$ cat config.mk
export PLATFORM = sky130hd
export DESIGN_NAME = rv32_ctrl_pipe_flat
export DESIGN_NICKNAME = d
export VERILOG_FILES = /design/src/rtl/rv32_pkg.sv /design/src/rtl/rv32_ctrl_pipe_if.sv /design/src/rtl/rv32_decode.sv /design/src/rtl/rv32_ctrl_pipe.sv /design/src/flat_wrapper.sv
export SDC_FILE = /design/constraint.sdc
export NUM_CORES = 1
export LEC_CHECK = 0
export BUFFER_PORTS_ARGS = -buffer_cell sky130_fd_sc_hd__buf_2
export CAP_MARGIN = 20
export CORE_ASPECT_RATIO = 0.8
export CORE_MARGIN = 3
export CORE_UTILIZATION = 47
export CTS_BUF_LIST = sky130_fd_sc_hd__clkbuf_2
export CTS_CLUSTER_SIZE = 28
export DETAILED_ROUTE_END_ITERATION = 6
export GPL_TIMING_DRIVEN = 0
export HOLD_SLACK_MARGIN = 0.12
export PLACE_DENSITY = 0.77
export RECOVER_POWER = 50
export SYNTH_ARGS = -nofsm -noshare
export SYNTH_HDL_FRONTEND = slang
export SYNTH_HIERARCHICAL = 1
export SYNTH_SLANG_ARGS = --single-unit
$ cat constraint.sdc
create_clock -name clk -period 2.1 [get_ports clk]
set_clock_uncertainty 0.2 [all_clocks]
set_input_delay 0.21 -clock clk [delete_from_list [all_inputs] [get_ports clk]]
set_output_delay 0.21 -clock clk [all_outputs]
set_load 0.03 [all_outputs]
$ cat src/rtl/rv32_pkg.sv
`default_nettype none
// ============================================================================
// Module   : rv32_pkg
// Brief    : Shared opcodes, encodings, control-word indices and field types
//            for the RV32 pipelined control unit.
// Revision : 1.0
// ============================================================================
package rv32_pkg;

    localparam logic [6:0] OP_R      = 7'b0110011;
    localparam logic [6:0] OP_IMM    = 7'b0010011;
    localparam logic [6:0] OP_LOAD   = 7'b0000011;
    localparam logic [6:0] OP_STORE  = 7'b0100011;
    localparam logic [6:0] OP_BRANCH = 7'b1100011;

    localparam logic [1:0] IMM_I = 2'b00;
    localparam logic [1:0] IMM_S = 2'b01;
    localparam logic [1:0] IMM_B = 2'b10;

    localparam logic [3:0] ALU_ADD = 4'b0000;
    localparam logic [3:0] ALU_SUB = 4'b1000;

    localparam logic [2:0] F3_WORD = 3'b010;
    localparam logic [2:0] F3_BEQ  = 3'b000;
    localparam logic [2:0] F3_BNE  = 3'b001;
    localparam logic [2:0] F3_SR   = 3'b101;

    localparam int CTRL_W        = 13;
    localparam int CTRL_PCSEL    = 0;
    localparam int CTRL_REGWRITE = 1;
    localparam int CTRL_RSV_HI   = 2;
    localparam int CTRL_RSV_LO   = 3;
    localparam int CTRL_IMM_HI   = 4;
    localparam int CTRL_IMM_LO   = 5;
    localparam int CTRL_ALUSRC   = 6;
    localparam int CTRL_ALUOP_HI = 7;
    localparam int CTRL_ALUOP_LO = 10;
    localparam int CTRL_MEMWRITE = 11;
    localparam int CTRL_MEM2REG  = 12;

    // A taken branch discards the word in D now and the one fetched next
    localparam logic [1:0] SQUASH_LEN = 2'd2;

    typedef struct packed {
        logic       valid;
        logic       branch;
        logic       bne;
        logic       alusrc;
        logic [3:0] aluop;
        logic       regwrite;
        logic       memwrite;
        logic       mem2reg;
        logic [1:0] imm;
    } dec_t;

    typedef struct packed {
        logic       valid;
        logic       branch;
        logic       bne;
        logic       alusrc;
        logic [3:0] aluop;
        logic       regwrite;
        logic       memwrite;
        logic       mem2reg;
    } ex_t;

    typedef struct packed {
        logic valid;
        logic regwrite;
        logic memwrite;
        logic mem2reg;
    } mw_t;

endpackage
`default_nettype wire

$ cat src/rtl/rv32_ctrl_pipe_if.sv
`default_nettype none
// ============================================================================
// Module   : rv32_ctrl_pipe_if
// Brief    : Instruction/flag inputs and control-word outputs of the control unit.
// Revision : 1.0
// ============================================================================
interface rv32_ctrl_pipe_if #(
    parameter int XLEN = 32
);
    import rv32_pkg::*;

    logic [31:0]       inst;
    logic              alu_zero;
    logic [0:CTRL_W-1] ctrl;
    logic              illegal;
    logic [XLEN-1:0]   instret;

    modport master (
        output inst,
        output alu_zero,
        input  ctrl,
        input  illegal,
        input  instret
    );

    modport slave (
        input  inst,
        input  alu_zero,
        output ctrl,
        output illegal,
        output instret
    );

endinterface
`default_nettype wire

$ cat src/rtl/rv32_decode.sv
`default_nettype none
// ============================================================================
// Module   : rv32_decode
// Brief    : Combinational opcode/funct decode into control fields plus an
//            illegal-instruction indication; illegal words decode as bubbles.
// Revision : 1.0
// ============================================================================
module rv32_decode
    import rv32_pkg::*;
(
    input  wire logic [6:0] opcode,
    input  wire logic [2:0] funct3,
    input  wire logic       bit30,
    output dec_t            dec,
    output logic            illegal
);

    always_comb begin
        dec     = '0;
        illegal = 1'b0;
        case (opcode)
            OP_R: begin
                dec.valid    = 1'b1;
                dec.aluop    = {bit30, funct3};
                dec.regwrite = 1'b1;
            end
            OP_IMM: begin
                // Only shifts use bit 30 as an opcode modifier; elsewhere it is immediate data
                dec.valid    = 1'b1;
                dec.aluop    = {bit30 & (funct3 == F3_SR), funct3};
                dec.alusrc   = 1'b1;
                dec.regwrite = 1'b1;
            end
            OP_LOAD: begin
                if (funct3 == F3_WORD) begin
                    dec.valid    = 1'b1;
                    dec.aluop    = ALU_ADD;
                    dec.alusrc   = 1'b1;
                    dec.regwrite = 1'b1;
                    dec.mem2reg  = 1'b1;
                end else begin
                    illegal = 1'b1;
                end
            end
            OP_STORE: begin
                if (funct3 == F3_WORD) begin
                    dec.valid    = 1'b1;
                    dec.imm      = IMM_S;
                    dec.aluop    = ALU_ADD;
                    dec.alusrc   = 1'b1;
                    dec.memwrite = 1'b1;
                end else begin
                    illegal = 1'b1;
                end
            end
            OP_BRANCH: begin
                if (funct3 == F3_BEQ || funct3 == F3_BNE) begin
                    dec.valid  = 1'b1;
                    dec.imm    = IMM_B;
                    dec.aluop  = ALU_SUB;
                    dec.branch = 1'b1;
                    dec.bne    = (funct3 == F3_BNE);
                end else begin
                    illegal = 1'b1;
                end
            end
            default: illegal = 1'b1;
        endcase
    end

endmodule
`default_nettype wire

$ cat src/rtl/rv32_ctrl_pipe.sv
`default_nettype none
// ============================================================================
// Module   : rv32_ctrl_pipe
// Brief    : Three-stage control pipeline: decode, EX/MW control registers,
//            branch squash, sticky illegal flag and retire counter.
// Revision : 1.0
// ============================================================================
module rv32_ctrl_pipe
    import rv32_pkg::*;
#(
    parameter int XLEN = 32
) (
    input  wire logic         clk,
    input  wire logic         rst,
    rv32_ctrl_pipe_if.slave   bus
);

    dec_t            w_dec;
    logic            w_dec_illegal;
    logic            w_taken;
    logic [1:0]      w_squash_cnt;
    logic            w_squash;

    ex_t             r_ex;
    mw_t             r_mw;
    logic [1:0]      r_squash_cnt;
    logic            r_illegal;
    logic [XLEN-1:0] r_instret;

    rv32_decode u_decode (
        .opcode  (bus.inst[6:0]),
        .funct3  (bus.inst[14:12]),
        .bit30   (bus.inst[30]),
        .dec     (w_dec),
        .illegal (w_dec_illegal)
    );

    assign w_taken = r_ex.branch & (r_ex.bne ? ~bus.alu_zero : bus.alu_zero);

    // A taken branch opens the window in its own cycle, so the D word alongside it is discarded too
    assign w_squash_cnt = w_taken ? SQUASH_LEN : r_squash_cnt;
    assign w_squash     = (w_squash_cnt != 2'd0);

    always_ff @(posedge clk) begin
        if (rst) begin
            r_ex         <= '0;
            r_mw         <= '0;
            r_squash_cnt <= 2'd0;
            r_illegal    <= 1'b0;
            r_instret    <= '0;
        end else begin
            if (w_squash) begin
                r_ex <= '0;
            end else begin
                r_ex.valid    <= w_dec.valid;
                r_ex.branch   <= w_dec.branch;
                r_ex.bne      <= w_dec.bne;
                r_ex.alusrc   <= w_dec.alusrc;
                r_ex.aluop    <= w_dec.aluop;
                r_ex.regwrite <= w_dec.regwrite;
                r_ex.memwrite <= w_dec.memwrite;
                r_ex.mem2reg  <= w_dec.mem2reg;
            end

            r_mw.valid    <= r_ex.valid;
            r_mw.regwrite <= r_ex.regwrite & ~r_ex.branch;
            r_mw.memwrite <= r_ex.memwrite & ~r_ex.branch;
            r_mw.mem2reg  <= r_ex.mem2reg  & ~r_ex.branch;

            r_squash_cnt <= w_squash ? (w_squash_cnt - 2'd1) : 2'd0;

            if (w_dec_illegal && !w_squash) begin
                r_illegal <= 1'b1;
            end

            if (r_mw.valid) begin
                r_instret <= r_instret + XLEN'(1);
            end
        end
    end

    always_comb begin
        bus.ctrl                                = '0;
        bus.ctrl[CTRL_PCSEL]                    = w_taken;
        bus.ctrl[CTRL_REGWRITE]                 = r_mw.regwrite;
        bus.ctrl[CTRL_IMM_HI:CTRL_IMM_LO]       = w_dec.imm;
        bus.ctrl[CTRL_ALUSRC]                   = r_ex.alusrc;
        bus.ctrl[CTRL_ALUOP_HI:CTRL_ALUOP_LO]   = r_ex.aluop;
        bus.ctrl[CTRL_MEMWRITE]                 = r_mw.memwrite;
        bus.ctrl[CTRL_MEM2REG]                  = r_mw.mem2reg;
    end

    assign bus.illegal = r_illegal;
    assign bus.instret = r_instret;

endmodule
`default_nettype wire

$ cat src/flat_wrapper.sv
// flat-port wrapper written by rule: the top's interface ports become plain ports
module rv32_ctrl_pipe_flat import rv32_pkg::*;
#(
    parameter int XLEN = 32
)
  (clk, rst, bus_inst, bus_alu_zero, bus_ctrl, bus_illegal, bus_instret);
  rv32_ctrl_pipe_if #(.XLEN(XLEN)) bus_i ();
  input  wire logic clk;
  input  wire logic rst;
  input wire logic [$bits(bus_i.inst)-1:0] bus_inst;
  input wire logic [$bits(bus_i.alu_zero)-1:0] bus_alu_zero;
  output wire logic [$bits(bus_i.ctrl)-1:0] bus_ctrl;
  output wire logic [$bits(bus_i.illegal)-1:0] bus_illegal;
  output wire logic [$bits(bus_i.instret)-1:0] bus_instret;
  assign bus_i.inst = bus_inst;
  assign bus_i.alu_zero = bus_alu_zero;
  assign bus_ctrl = bus_i.ctrl;
  assign bus_illegal = bus_i.illegal;
  assign bus_instret = bus_i.instret;
  rv32_ctrl_pipe #(.XLEN(XLEN)) u_core (.clk(clk), .rst(rst), .bus(bus_i));
endmodule
==> summary.txt, run 1 <==
Full die area - 5930 sq um
Vias in the first global route - 2106
Area after DPL - 2740 sq um
IO Pins - 81
Final hold violations - 0
Peak VDD IR - 0.233 mV
Rel. slew slack - 63.5%
Mapped Area - 2370 sq um
Antenna diodes - 0
Tcrit/Tclk final - 95.9%
Post-Synthesis Cells - 265
Synth top area share - 42.3%
Main synth FF type - dfxtp_1
Layout cells sized above 1 - 33.0%
EDFF count, synth - 0
Routed len/inst - 13.8 um
Power per cell area - 469 nW/um^2
Syn_area_per_cell - 8.94 sq um
CP peak stage delay - 0.57 ns
Area leader, netlist - dfxtp_1
HPWL Detailed - 3750 um
Worst path required time - 2.30 ns
CTS tree - done
CP Class - input pin to flop
Worst-Skew Late Latency - 0.42 ns
Leak - 1.27 nW
DRT Pass-1 Iters - 4
Post-synthesis sequential area ratio - 42.3%
Count of cell types in the netlist - 43
Antenna viol nets, final - 0
Die height - 69.5 um
Max Cap Viol - 0
Post-Layout Cell Count - 411
Internal power - 1.07 mW
Unrepaired setup endpoints after global routing - true
Status - completed
Yosys warnings - 6
Syn-to-layout area delta - 28.2%
# H-tree levels - 2
CP Launch Type - input pin
Logic pwr share - 6.8%
Core area - 4730 sq um
Clock sinks - 50
CTS Buffer Depth - 2
Filler cell count - 410
Sw Pwr - 0.355 mW
Worst hold slack - 0.157 ns
Largest cells by area after synthesis - dfxtp_1 (42%), and2_1 (4.8%), o31ai_1 (4.4%)
Setup_tns - 0 ns
Post-route cell area - 3040 sq um
Initial antenna violation count - 0
Worst path slowest cell - dlygate4sd3_1
Rows - 22
Gpl congestion - 0.859
Pins over their slew limit - 0
Total global-route track usage - 19.4%
First-pass GRT wire length - 9450 um
Worst path cell trace - dlygate4sd3_1, buf_2, inv_1, nor3_1, and2_2, dlygate4sd3_1, and2_1
Placed insts - 383
Routed vias/inst - 5.54
Fin nets - 388
Initial Util - 50.0%
#FFs+latches synth - 50
Ys async rst share - 0%
CTS clock-pin slew for the worst setup and hold paths - 0.25 ns
Crit path time final - 2.01 ns
Port bufs - 57
Endpoint type of the worst setup path - flop
# DRC - 0
Die W - 85.4 um
Largest net degree at the start of global routing - 15
Max Freq - 0.497 GHz
Root buf cell - clkbuf_2
Net Sw Frac - 24.9%
Final setup viols - 0
Initial DRC count - 134
Slew @ Worst Pin - 0.548 ns
Worst min path class - input pin to flop
CP most frequent cell - dlygate4sd3_1
DR vias - 2278
Critical path arrival - 2.21 ns
CP max FO - 7
GRT overflow - 0
CTS Buf Count - 5
DRT Wirelength - 5690 um
Reg power frac - 66.7%
Clock power share - 26.4%
==> timing repair <==
| item | 4_1_cts | 5_1_grt |
|---|---|---|
| setup buffers | 2 | 3 |
| pin swaps | 1 | 2 |
| gates resized for setup | 8 | 22 |
| hold buffers | 16 | 0 |
| endpoints found under the setup margin | 11 | 24 |
| endpoints found under the hold margin | 18 | 0 |
==> cells by family (layout without fill, tap and decap cells) <==
| family | count (synthesis) | in the layout | share of synthesized area [%] |
|---|---|---|---|
| fa+ha+maj | 2 | 2 | 1.06 |
| compound gates | 42 | 42 | 11.0 |
| buf+inv | 26 | 111 | 5.97 |
| other cells | 1 | 2 | 0.158 |
| simple gates | 127 | 127 | 33.0 |
| flops | 50 | 50 | 42.3 |
| xor+xnor | 15 | 15 | 5.55 |
| mux | 2 | 2 | 1.06 |
==> stage by stage <==
stage | total power [mW] | setup slack, ns | util [%]
6_report | 1.42 | 0.0869 | 64.1
2_1_floorplan | 1.02 | 0.00189 | -
4_1_cts | 1.44 | 0.0320 | 62.8
3_5_place_dp | 1.06 | -0.173 | 57.9
3_3_place_gp | 1.05 | -0.151 | 57.9
5_1_grt | 1.48 | -0.0242 | 64.1
==> cells in the final DEF, fill, tap and decap left out, types with 2 or more instances in the layout <==
cell	Yosys	routed
and2_1	18	15
nor4_1	4	4
and4_1	5	5
dfxtp_4	0	4
or3_1	2	2
a21oi_1	19	18
nor2b_1	2	2
nand3_1	10	10
nand2_1	17	17
dlygate4sd3_1	0	16
o31ai_1	14	13
nand4_1	10	10
and3_1	5	4
buf_1	2	2
dfxtp_1	50	33
and2_0	0	3
xor2_1	9	9
nor3_1	6	6
xnor2_1	6	6
conb_1	1	2
o21ai_0	4	4
or4_1	14	14
clkbuf_2	0	9
dfxtp_2	0	13
nor2_1	22	22
o21a_1	2	2
buf_4	11	18
clkbuf_1	7	5
buf_2	2	56
inv_1	4	4
==> registers in the layout, indices dropped and copies added (netlist names) <==
register and count:
u_core/r_squash_cnt 2, u_core/bus.ctrl 8, u_core/r_ex 6, u_core/bus.illegal 1
u_core/r_mw 1, u_core/bus.instret 32
==> power groups by stage <==
stage	clock [mW]	sequential (mW)	combinational [mW]
after floorplan	0	0.976	0.0463
after global placement	0	0.974	0.0792
after detailed placement	0	0.974	0.0810
after CTS	0.390	0.954	0.0938
after global routing	0.424	0.952	0.107
final	0.377	0.951	0.0974
==> final timing paths <==
path | depth (start not counted) | slack (ns) | start | to
min reg2reg | 1 | 0.26 | u_core/r_squash_cnt[0] | u_core/r_squash_cnt[0]
max reg2reg | 6 | 0.09 | u_core/bus.instret[0] | u_core/bus.instret[29]
max | 7 | 0.09 | bus_inst[4] | u_core/bus.ctrl[9]
min | 5 | 0.16 | bus_inst[14] | u_core/r_ex[2]
==> final cells by class <==
type                    instances  area [sq um]  share of cell area (%)
clock buffers                   6          30.0                   0.989
plain buffers                  22           136                    4.49
multi-input cells             190          1260                    41.5
inverters                       4          15.0                   0.494
flip-flops and latches         50          1030                    34.0
repair buffers                 78           480                    15.8
well taps                      60          75.1                    2.47
clock inverters                 1          7.51                   0.247
==> synthesized netlist by cell type (4+ instances only) <==
cell,instances
o21ai_0,4
dfxtp_1,50
nor4_1,4
xnor2_1,6
clkbuf_1,7
and2_1,18
nor3_1,6
nand4_1,10
or4_1,14
nand3_1,10
inv_1,4
nor2_1,22
nand2_1,17
a21oi_1,19
xor2_1,9
and3_1,5
buf_4,11
o31ai_1,14
and4_1,5
==> worst max-delay path: cells and delay by family <==
family,cells,cell delay (ns)
buf+inv,4,1.42
simple gates,3,0.59
==> layer usage <==
metal / share of wire, % / vias up / GRT usage (%)
li1: - / 1118 / -
met5: 0 / - / 0
met2: 48 / 77 / 31.5
met1: 44 / 1076 / 25.0
met3: 6.9 / 7 / 4.28
met4: 0.84 / 0 / 7.38
(Power assumes the default switching activity.)
==> inputs of run 2 (changes only) <==
CORE_UTILIZATION = 45   (was 47)
PLACE_DENSITY = 0.74   (was 0.77)
==> run 2 against run 1 <==
Against the previous run: worst hold slack better by 0.050 ns; power up 2.7%; worst setup slack worse by 0.021 ns; cell area up 0.49%; sequential power about the same; maximum frequency down 1.0%; global-route usage down 0.60 points; final cell count up 0.49%; first-iteration DRC count down 31%; register-to-register slack worse by 0.02 ns; critical path type is now flop to flop; critical endpoint is now u_core/bus.instret[29]; highest routed layer unchanged.
==> summary.txt, run 2 (synthesis gave the netlist of run 1 again) <==
Endpoint type of the worst setup path - flop (unchanged)
Antenna viol nets, final - 0 (unchanged)
CP peak stage delay - 0.42 ns (was 0.57 ns)
Worst hold slack - 0.207 ns (was 0.157 ns)
Rows - 22 (unchanged)
DRT Wirelength - 5770 um (was 5690 um)
Setup_tns - 0 ns (unchanged)
CTS clock-pin slew for the worst setup and hold paths - 0.26 ns (was 0.25 ns)
CTS Buf Count - 5 (unchanged)
Root buf cell - clkbuf_2 (unchanged)
Die W - 87.1 um (was 85.4 um)
Layout cells sized above 1 - 32.6% (was 33.0%)
Leak - 1.29 nW (was 1.27 nW)
Worst min path class - input pin to flop (unchanged)
Post-layout util - 63.4% (was 64.1%)
DRT Pass-1 Iters - 4 (unchanged)
Worst-Skew Late Latency - 0.42 ns (about the same)
First-pass GRT wire length - 9360 um (was 9450 um)
Tcrit/Tclk final - 96.9% (was 95.9%)
Power per cell area - 480 nW/um^2 (was 469 nW/um^2)
Largest net degree at the start of global routing - 18 (was 15)
Post-route setup slack - 0.0659 ns (was 0.0869 ns)
Worst path slowest cell - dfxtp_4 (was dlygate4sd3_1)
Fin nets - 389 (was 388)
Critical path arrival - 2.21 ns (about the same)
Gr busiest metal - met2 (unchanged)
Syn-to-layout area delta - 28.8% (was 28.2%)
CTS Buffer Depth - 2 (unchanged)
Routed vias/inst - 5.45 (was 5.54)
DR vias - 2252 (was 2278)
Met2 usage - 32.1% (was 31.5%)
Peak VDD IR - 0.354 mV (was 0.233 mV)
Full die area - 6180 sq um (was 5930 sq um)
Initial Util - 49.2% (was 50.0%)
Initial DRC count - 92 (was 134)
CP Launch Type - flop (was input pin)
CP max FO - 10 (was 7)
Final setup viols - 0 (unchanged)
Gpl congestion - 0.812 (was 0.859)
# DRC - 0 (unchanged)
Initial antenna violation count - 0 (unchanged)
Final hold violations - 0 (unchanged)
Vias in the first global route - 2085 (was 2106)
Most common cell after layout, fill and taps aside - buf_2 (unchanged)
# H-tree levels - 2 (unchanged)
Met1 usage - 24.0% (was 25.0%)
Clock sinks - 50 (unchanged)
Dpl ws - -0.138 ns (was -0.173 ns)
Pins over their slew limit - 0 (unchanged)
Crit path time final - 2.03 ns (was 2.01 ns)
Max reg flops - 32 (unchanged)
Unrepaired setup endpoints after global routing - true (unchanged)
Die height - 70.9 um (was 69.5 um)
Core area - 4820 sq um (was 4730 sq um)
Commonest cells after routing, fill and taps aside - buf_2 (57), dfxtp_1 (35), nor2_1 (22) (was buf_2 (56), dfxtp_1 (33), nor2_1 (22))
Max Cap Viol - 0 (unchanged)
Filler cell count - 430 (was 410)
CP Class - flop to flop (was input pin to flop)
Total global-route track usage - 18.8% (was 19.4%)
HPWL Detailed - 3940 um (was 3750 um)
GR Util met3 - 2.91% (was 4.28%)
Worst path cell trace - buf_4, nand4_1, or2_4, buf_2, or4_1, a21oi_1 (was dlygate4sd3_1, buf_2, inv_1, nor3_1, and2_2, dlygate4sd3_1, and2_1)
CTS tree - done (unchanged)
Routed len/inst - 14.0 um (was 13.8 um)
Status - completed (unchanged)
Worst path required time - 2.28 ns (was 2.30 ns)
Port bufs - 57 (unchanged)
Max Freq - 0.492 GHz (was 0.497 GHz)
IO Pins - 81 (unchanged)
Antenna diodes - 0 (unchanged)
GRT overflow - 0 (unchanged)
-- run 2: cell types whose count changed in the layout (fill, tap and decap cells not counted), sizes merged --
cell         previous run  this run
clkbuf                 14        12
clkinv                  0         1
inv                     4         5
dlygate4sd3            16        17
buf                    76        77
-- run 2: metal layers --
metal,vias to the layer above,part of all wire [%]
li1,1120,-
met1,1063,45
met2,65,49
met3,4,4.9
met4,0,1.1
met5,-,0
-- run 2: through the flow --
step	power [mW]	std cells	instance area, sq um
floorplan	1.02	266	2380
global placement	1.05	383	2740
detailed placement	1.05	383	2740
CTS	1.48	411	3000
global route	1.54	413	3050
finish	1.46	413	3050
-- run 2: what timing repair did --
item                       CTS  global route
setup endpoints to repair   11            12
resized for setup            8            15
hold endpoints to repair    18             0
setup buffers                3             3
hold buffers                17             0
pin swaps                    1             1
-- run 2: worst paths after layout --
| path | startpoint | endpoint | slack [ns] | cells past startpoint |
|---|---|---|---|---|
| max | u_core/bus.instret[0] | u_core/bus.instret[29] | 0.07 | 6 |
| min | bus_inst[1] | u_core/r_ex[0] | 0.21 | 5 |
| max reg2reg | u_core/bus.instret[0] | u_core/bus.instret[29] | 0.07 | 6 |
| min reg2reg | u_core/r_ex[10] | u_core/r_mw[3] | 0.26 | 1 |
-- run 2: layout make-up --
type	instances	area, sq um	area share, %
Tap cell	60	75.1	2.46
Clock inverter	3	25.0	0.820
Buffer	21	129	4.22
Sequential cell	50	1020	33.6
Timing Repair Buffer	80	498	16.3
Clock buffer	5	25.0	0.820
Inverter	4	15.0	0.492
Multi-Input combinational cell	190	1260	41.3
-- run 2: report_power, final --
part | internal [mW] | total (mW) | switching, mW | leakage (nW)
logic | 0.0401 | 0.0966 | 0.0566 | 0.845
registers | 0.953 | 0.954 | 0.00140 | 0.411
clock network | 0.0892 | 0.413 | 0.324 | 0.0296
-- run 2: critical path: cells and delay by family (launching register included) --
kind,cells,cell delay (ns)
compound gates,1,0.15
buf+inv,2,0.33
flops,1,0.42
simple gates,3,0.90
==> inputs of run 3 (changes only) <==
==> constraint.sdc (replaced) <==
create_clock -name clk -period 2.1 [get_ports clk]
set_clock_uncertainty 0.2 [all_clocks]
set_input_delay 0.42 -clock clk [delete_from_list [all_inputs] [get_ports clk]]
set_output_delay 0.42 -clock clk [all_outputs]
set_load 0.03 [all_outputs]
==> run 3 against run 2 <==
Against the previous run: sequential power about the same; sequential cell count unchanged; worst hold slack got worse by 0.031 ns; maximum frequency decreased by 0.25%; global-route usage decreased by 1.2 points; largest cell class unchanged; largest power group unchanged.
==> summary.txt, run 3 (synthesis gave the netlist of run 1 again) <==
DR vias - 2209 (was 2252)
Gpl congestion - 0.812 (unchanged)
Hold Path Sink - u_core/r_ex[9] (was u_core/r_ex[0])
Area after DPL - 2740 sq um (unchanged)
Cells on worst reg2reg path - 5 (was 6)
# DRC - 0 (unchanged)
Initial antenna violation count - 0 (unchanged)
Max Freq - 0.490 GHz (was 0.492 GHz)
Die W - 87.1 um (unchanged)
Syn-to-layout area delta - 25.4% (was 28.8%)
CTS Buf Count - 5 (unchanged)
Clock sinks - 50 (unchanged)
Most common cell after layout, fill and taps aside - buf_2 (unchanged)
Final hold violations - 0 (unchanged)
Placed insts - 383 (unchanged)
# H-tree levels - 2 (unchanged)
Reg2Reg Capture Point - u_core/bus.instret[17] (was u_core/bus.instret[29])
Final setup viols - 0 (unchanged)
Worst min path class - input pin to flop (unchanged)
Tcrit/Tclk final - 97.1% (was 96.9%)
Post-Layout Cell Count - 404 (was 413)
Worst r2r src - u_core/bus.instret[0] (unchanged)
Initial DRC count - 113 (was 92)
HPWL Detailed - 3940 um (unchanged)
Leak - 1.22 nW (was 1.29 nW)
Rel. slew slack - 66.6%
Peak VDD IR - 0.347 mV (was 0.354 mV)
Root buf cell - clkbuf_2 (unchanged)
Vias in the first global route - 1986 (was 2085)
Core area - 4820 sq um (unchanged)
Worst path required time - 1.48 ns (was 2.28 ns)
Pins over their slew limit - 0 (unchanged)
Slew @ Worst Pin - 0.500 ns
CTS Buffer Depth - 2 (unchanged)
Initial Util - 49.2% (unchanged)
Net Sw Frac - 26.1% (about the same)
IO Pins - 81 (unchanged)
Commonest cells after routing, fill and taps aside - buf_2 (55), dfxtp_1 (35), nor2_1 (21) (was buf_2 (57), dfxtp_1 (35), nor2_1 (22))
Reg2Reg Setup Slack - 0.07 ns (about the same)
CTS tree - done (unchanged)
Hold path cells - 3 (was 5)
CP Class - input pin to primary output (was flop to flop)
Max reg flops - 32 (unchanged)
DRT Pass-1 Iters - 4 (unchanged)
Internal power - 1.08 mW (about the same)
Full die area - 6180 sq um (unchanged)
Unrepaired setup endpoints after global routing - true (unchanged)
First-pass GRT wire length - 8920 um (was 9360 um)
Reg power frac - 65.3% (was 65.2%)
Die height - 70.9 um (unchanged)
CP Launch Type - input pin (was flop)
Critical path arrival - 1.42 ns (was 2.21 ns)
CP max FO - 5 (was 10)
Fin nets - 380 (was 389)
Post-route cell area - 2970 sq um (was 3050 sq um)
Port bufs - 57 (unchanged)
Antenna diodes - 0 (unchanged)
Total global-route track usage - 17.6% (was 18.8%)
Layout cells sized above 1 - 33.7% (was 32.6%)
Status - completed (unchanged)
Routed vias/inst - 5.47 (was 5.45)
CTS clock-pin slew for the worst setup and hold paths - 0.26 ns (about the same)
HP Start - bus_inst[4] (was bus_inst[1])
Endpoint type of the worst setup path - primary output (was flop)
Largest net degree at the start of global routing - 18 (unchanged)
Power per cell area - 490 nW/um^2 (was 480 nW/um^2)
Rows - 22 (unchanged)
Filler cell count - 433 (was 430)
Max Cap Viol - 0 (unchanged)
DRT Wirelength - 5490 um (was 5770 um)
Sw Pwr - 0.379 mW (was 0.382 mW)
Routed len/inst - 13.6 um (was 14.0 um)
GRT overflow - 0 (unchanged)
Crit path time final - 2.04 ns (was 2.03 ns)
Clock power share - 28.3% (was 28.2%)
Worst-Skew Late Latency - 0.42 ns (about the same)
Logic pwr share - 6.3% (was 6.6%)
Antenna viol nets, final - 0 (unchanged)
[run 3: changes by cell type in the layout (fill, tap and decap cells not counted), moves of 2 or more]
cell	previous run	this run
buf_2	57	55
dfxtp_2	13	11
dfxtp_4	2	4
dlygate4sd3_1	17	8
[run 3: power by group through the flow]
stage | sequential (mW) | combinational [mW] | clock [mW]
detailed placement | 0.974 | 0.0804 | 0
finish | 0.951 | 0.0922 | 0.413
floorplan | 0.976 | 0.0463 | 0
CTS | 0.955 | 0.0909 | 0.430
global route | 0.953 | 0.101 | 0.468
global placement | 0.974 | 0.0795 | 0
[run 3: area by class of cell]
type                            count  area [sq um]  area share (%)
Sequential cell                    50          1030            34.7
Multi-Input combinational cell    190          1260            42.4
Clock buffer                        5          25.0           0.843
Clock inverter                      3          25.0           0.843
Timing Repair Buffer               71           413            13.9
Tap cell                           60          75.1            2.53
Inverter                            4          15.0           0.506
Buffer                             21           129            4.34
[run 3: worst max-delay path, cell delays in order]
cell and delay, ns:
buf_2 0.12, or3b_4 0.43, nor2_2 0.10, and3_1 0.17, clkbuf_4 0.18
[run 3: layer usage]
layer | vias up | track usage, % | routed length, um
met4 | 0 | 5.79 | 53
met3 | 4 | 2.56 | 259
met1 | 1040 | 24.1 | 2600
met2 | 58 | 28.6 | 2580
met5 | - | 0 | 0
li1 | 1107 | - | -
[run 3: repair_timing]
item / CTS / global route
endpoints found under the hold margin: 8 / 0
resized for setup: 8 / 22
endpoints found under the setup margin: 11 / 13
setup buffers: 3 / 3
pin swaps: 1 / 2
hold buffers: 8 / 0
[run 3: how the worst max path moves through the flow]
stage / from / to / slack [ns] / cells after the start
global route: u_core/bus.instret[1] / u_core/bus.instret[29] / -0.02 / 6
floorplan: u_core/bus.instret[11] / u_core/bus.instret[30] / 0.002 / 5
CTS: u_core/r_mw[3] / u_core/bus.instret[17] / 0.007 / 5
finish: bus_inst[14] / bus_ctrl[7] / 0.06 / 5
global placement: u_core/bus.instret[11] / u_core/bus.instret[27] / -0.14 / 6
detailed placement: u_core/bus.instret[9] / u_core/bus.instret[29] / -0.14 / 6
[run 3: stage by stage]
step           power, mW  util, %  TNS (ns)  setup WS [ns]  hold slack [ns]
3_3_place_gp        1.05     56.9     -1.19         -0.137            0.208
3_5_place_dp        1.05     56.9     -1.20         -0.138            0.214
5_1_grt             1.52     61.6   -0.0203        -0.0203            0.157
6_report            1.46     61.6         0         0.0609            0.176
2_1_floorplan       1.02        -         0        0.00189            0.206
4_1_cts             1.48     60.5         0        0.00714            0.136
